<file path="src/rtl/uart_rx_ctrl.sv">
// uart_rx_ctrl: oversampled UART receive controller.
// Drives an external shift register through rx_sync, shift_en and latch_valid.
module uart_rx_ctrl #(
    parameter int OVERSAMPLE = 16,
    parameter int DATA_BITS  = 8
) (
    input  logic clk,
    input  logic rst,
    input  logic baud_tick,
    input  logic rx,
    input  logic ack,
    output logic rx_sync,
    output logic shift_en,
    output logic latch_valid,
    output logic data_ready,
    output logic busy,
    output logic frame_err,
    output logic overrun
);
    localparam int TW = $clog2(OVERSAMPLE);
    localparam logic [TW-1:0] T_HALF = TW'(OVERSAMPLE / 2 - 1);
    localparam logic [TW-1:0] T_LAST = TW'(OVERSAMPLE - 1);
    localparam logic [3:0]    B_LAST = 4'(DATA_BITS - 1);

    typedef enum logic [1:0] {IDLE, START, DATA, STOP} state_t;

    state_t        state, state_n;
    logic [TW-1:0] tcnt, tcnt_n;
    logic [3:0]    bcnt, bcnt_n;
    logic          rx_meta, rx_prev;
    logic          start_eval, bit_eval, stop_eval;
    logic          shift_n, latch_n, ferr_n, ready_n, ovr_n;

    assign start_eval = (state == START) && baud_tick && (tcnt == T_HALF);
    assign bit_eval   = (state == DATA)  && baud_tick && (tcnt == T_LAST);
    assign stop_eval  = (state == STOP)  && baud_tick && (tcnt == T_LAST);
    assign busy       = (state != IDLE);

    always_ff @(posedge clk) begin
        if (rst) begin
            state       <= IDLE;
            tcnt        <= '0;
            bcnt        <= '0;
            rx_meta     <= 1'b1;
            rx_sync     <= 1'b1;
            rx_prev     <= 1'b1;
            shift_en    <= 1'b0;
            latch_valid <= 1'b0;
            frame_err   <= 1'b0;
            data_ready  <= 1'b0;
            overrun     <= 1'b0;
        end else begin
            state       <= state_n;
            tcnt        <= tcnt_n;
            bcnt        <= bcnt_n;
            rx_meta     <= rx;
            rx_sync     <= rx_meta;
            rx_prev     <= rx_sync;
            shift_en    <= shift_n;
            latch_valid <= latch_n;
            frame_err   <= ferr_n;
            data_ready  <= ready_n;
            overrun     <= ovr_n;
        end
    end

    always_comb begin
        state_n = state;
        tcnt_n  = baud_tick ? tcnt + 1'b1 : tcnt;
        bcnt_n  = bcnt;
        unique case (state)
            IDLE: begin
                tcnt_n = '0;
                bcnt_n = '0;
                // a start needs a real falling edge, not a line stuck low
                if (rx_prev && !rx_sync)
                    state_n = START;
            end
            START: begin
                if (start_eval) begin
                    state_n = rx_sync ? IDLE : DATA;
                    tcnt_n  = '0;
                end
            end
            DATA: begin
                if (bit_eval) begin
                    tcnt_n = '0;
                    if (bcnt == B_LAST) begin
                        state_n = STOP;
                        bcnt_n  = '0;
                    end else begin
                        bcnt_n = bcnt + 4'd1;
                    end
                end
            end
            STOP: begin
                if (stop_eval) begin
                    state_n = IDLE;
                    tcnt_n  = '0;
                end
            end
        endcase
    end

    always_comb begin
        shift_n = bit_eval;
        latch_n = stop_eval && rx_sync;
        ferr_n  = stop_eval && !rx_sync;
        ready_n = data_ready;
        ovr_n   = overrun;
        if (data_ready && ack) begin
            ready_n = 1'b0;
            ovr_n   = 1'b0;
        end
        // newest byte always wins; overrun only if the old one was not taken
        if (latch_n) begin
            ready_n = 1'b1;
            if (data_ready && !ack)
                ovr_n = 1'b1;
        end
    end
endmodule
</file>
<file path="config.mk">
export PLATFORM = sky130hd
export DESIGN_NAME = uart_rx_ctrl
export DESIGN_NICKNAME = d
export VERILOG_FILES = /design/src/rtl/uart_rx_ctrl.sv
export SDC_FILE = /design/constraint.sdc
export NUM_CORES = 1
export LEC_CHECK = 0
export ABC_AREA = 0
export BUFFER_PORTS_ARGS = -buffer_cell sky130_fd_sc_hd__buf_2
export CAP_MARGIN = 10
export CORE_ASPECT_RATIO = 2
export CORE_UTILIZATION = 23
export CTS_CLUSTER_SIZE = 24
export DETAILED_ROUTE_END_ITERATION = 8
export PLACE_DENSITY = 0.43
export SYNTH_ARGS = -nofsm -noshare
export SYNTH_HDL_FRONTEND = slang
export SYNTH_SLANG_ARGS = --single-unit
</file>
<file path="constraint.sdc">
create_clock -name clk -period 3.3 [get_ports clk]
set_clock_uncertainty 0.1 [all_clocks]
set_input_delay 0.33 -clock clk [delete_from_list [all_inputs] [get_ports clk]]
set_output_delay 0.33 -clock clk [all_outputs]
set_load 0.02 [all_outputs]
</file>
==> metrics.txt <==
CTS Sinks 18; Final Hold Fails 0; Netlist cell types 36; Filler cells 349; worst reg2reg setup slack 1.57 ns; WHS Path Cells 2; H-tree Lvls 1; nets 102; post-route minimum period 1.729 ns; Syn Inst Count 84; startpoint types register; maxcap violations 0; hold path startpoint rx; Worst slew margin 69.71%; post-DP HPWL 1276 um; largest net degree at the start of global routing 17; Critical R2R Capture state[0]$_SDFFE_PP0P_; via count 658; max-slew violations 0; CTS clk-pin slew, worst paths 0.06 ns; Initial Util 24.22%; CP required 3.39 ns; routability cong. 0.7299; syn nets 91; Post-CTS Hold Fix Bufs 0; Vias/cell 5.306; # IOs 12; syn avg cell area 9.205 sq um; chip height 84 um; power per cell area 443.5 nW/um^2; setup bufs post-CTS 0; post-synthesis sequential area ratio 46.60%; FF+latch count, synth 18; I/O Buffers 11; r2r startpoint tcnt[0]$_SDFF_PP0_; cell row count 29; placed insts 121; Arr. time, crit path 1.82 ns; maximum VDD drop 210.9 uV; Pre-Repair DR Iteration Count 2; CTS tree yes; CTS resizes 0; Worst-Skew Late Latency 0.25 ns; Starting DRT DRC Count 17; die width 43 um; final setup violation count 0; GRT Total Usage 10.75%; Die ar. 3612 sq um; layout cells sized above 1 23.66%; Lkg Pwr 0.3500 nW; CP max FO 6; crit path capture type register; first-pass GRT wire length 2960 um; CTS buffer count 3; critical path type register to register; Critical Path Start tcnt[0]$_SDFF_PP0_; Core Region 3193 sq um; routed len/inst 13.81 um; worst min path class primary input to register; RSZ-0062 raised after global routing no; ANT nets after route 0; Final Non-Filler Cells 124; residual DRC count 0; FMAX 578.4 MHz; wirelength, routed 1712 um; setup_tns 0 ns; outcome completed; R2R depth 5; clk buf depth 2; initial antenna violation count 0; root cell of the clock tree clkbuf_8; worst slew pin tran 0.4496 ns; Hold Path Sink rx_meta$_SDFF_PP1_; number of global-route vias before repair 681; YS warnings 0; fin crit share 52.39%; P&R area growth vs syn 14.40%; ANT cells 0; GRT overflow 0; Mapped Area 773.2 sq um
[through the flow]
| step | util (%) | power, mW | setup WS (ns) | area [sq um] | hold slack, ns |
|---|---|---|---|---|---|
| 3_3_place_gp | 26.41 | 0.2437 | 1.649 | 843.3 | 0.2933 |
| 5_1_grt | 27.70 | 0.4103 | 1.439 | 884.6 | 0.1783 |
| 3_5_place_dp | 26.41 | 0.2445 | 1.580 | 843.3 | 0.3011 |
| 2_1_floorplan | - | 0.2386 | 1.711 | 773.2 | 0.2895 |
| 4_1_cts | 27.70 | 0.3989 | 1.563 | 884.6 | 0.1610 |
| 6_report | 27.70 | 0.3923 | 1.571 | 884.6 | 0.1693 |
[where the power goes]
| group | switching [mW] | internal [mW] |
|---|---|---|
| sequential | 0.00331 | 0.220 |
| combinational | 0.00940 | 0.00717 |
| clock | 0.0718 | 0.0811 |
| total | 0.0845 | 0.308 |
[synthesized netlist by cell type]
cell | number | share of area [%]
xnor2_1 | 1 | 1.1
or2_2 | 4 | 3.2
o31ai_1 | 1 | 0.97
a41oi_1 | 1 | 1.1
a21oi_1 | 6 | 3.9
nand4_1 | 1 | 0.81
mux2i_1 | 1 | 1.3
xor2_1 | 3 | 3.4
dfxtp_1 | 18 | 47
o21a_1 | 1 | 0.97
nor4_1 | 1 | 0.81
a31o_2 | 1 | 1.1
a211oi_1 | 1 | 0.97
clkbuf_1 | 3 | 1.5
a21o_1 | 1 | 0.97
and4_2 | 1 | 1.3
nand2b_1 | 2 | 1.6
a31oi_1 | 2 | 1.6
nor3b_1 | 1 | 0.97
o21ai_0 | 3 | 1.9
nand4b_1 | 1 | 1.1
nand3_1 | 4 | 2.6
ha_1 | 2 | 3.2
nand4_2 | 1 | 1.6
nand2_1 | 6 | 2.9
or3b_1 | 1 | 1.1
or4_1 | 1 | 0.97
nor3_1 | 1 | 0.65
inv_1 | 2 | 0.97
or3_1 | 2 | 1.6
buf_2 | 1 | 0.65
and3_2 | 1 | 0.97
a311oi_1 | 1 | 1.1
nor2_1 | 5 | 2.4
and3_1 | 1 | 0.81
buf_4 | 1 | 0.97
[worst max-delay path: stages, from the launching register on]
cell and delay [ns]:
dfxtp_1 0.37, ha_1 0.26, nand4_2 0.19, a21o_1 0.25
or3b_1 0.37, a21oi_1 0.13
[cells in the final DEF, fill, tap and decap left out]
cell type and count:
or4_1 1, o21a_1 1, a211oi_1 1, nand4_1 1, nand4b_1 1, nand4_2 1, xor2_1 3, nor2_1 5
a311oi_1 1, or2_2 4, nand2b_1 2, nor3b_1 1, xnor2_1 1, o21ai_0 3, nor3_1 1, or3b_1 1
nor4_1 1, o31ai_1 1, nand2_1 6, and3_2 1, a41oi_1 1, and3_1 1, nand3_1 4, a31oi_1 2
buf_2 11, dfxtp_1 18, clkbuf_8 3, mux2i_1 1, ha_1 2, inv_1 2, a21oi_1 6, and4_2 1
a21o_1 1, a31o_2 1, or3_1 2
[worst max-delay path by stage]
stage | end | slack [ns] | cells after the start
finish | state[0]$_SDFFE_PP0P_ | 1.57 | 5
global route | state[0]$_SDFFE_PP0P_ | 1.44 | 5
CTS | state[0]$_SDFFE_PP0P_ | 1.56 | 5
detailed placement | state[0]$_SDFFE_PP0P_ | 1.58 | 5
global placement | state[0]$_SDFFE_PP0P_ | 1.65 | 5
floorplan | state[0]$_SDFFE_PP0P_ | 1.71 | 5
[cells by family after synthesis]
| kind of cell | count (synthesis) | synth area share (%) |
|---|---|---|
| and+or+nand+nor | 34 | 25.57 |
| AOI/OAI and AO/OA | 18 | 14.73 |
| DFF | 18 | 46.60 |
| buffers and inverters | 7 | 4.045 |
| xor gates and xnor gates | 4 | 4.532 |
| adders and majority gates | 2 | 3.236 |
| muxes | 1 | 1.295 |
[area by class of cell]
class | count | area, sq um | share of cell area (%)
multi-input combinational | 59 | 381.6 | 43.14
sequential | 18 | 360.3 | 40.74
timing repair buffer | 11 | 55.05 | 6.223
clock buffer | 3 | 41.29 | 4.668
tap | 31 | 38.79 | 4.385
inverter | 2 | 7.507 | 0.8487
[routing by layer]
metal	vias up	GRT usage [%]	wire, um
met5	-	0	0
met4	0	6.887	63
met3	6	1.299	33
li1	319	-	-
met2	8	20.25	956
met1	325	10.12	659
Power figures use the tool's default switching activity.
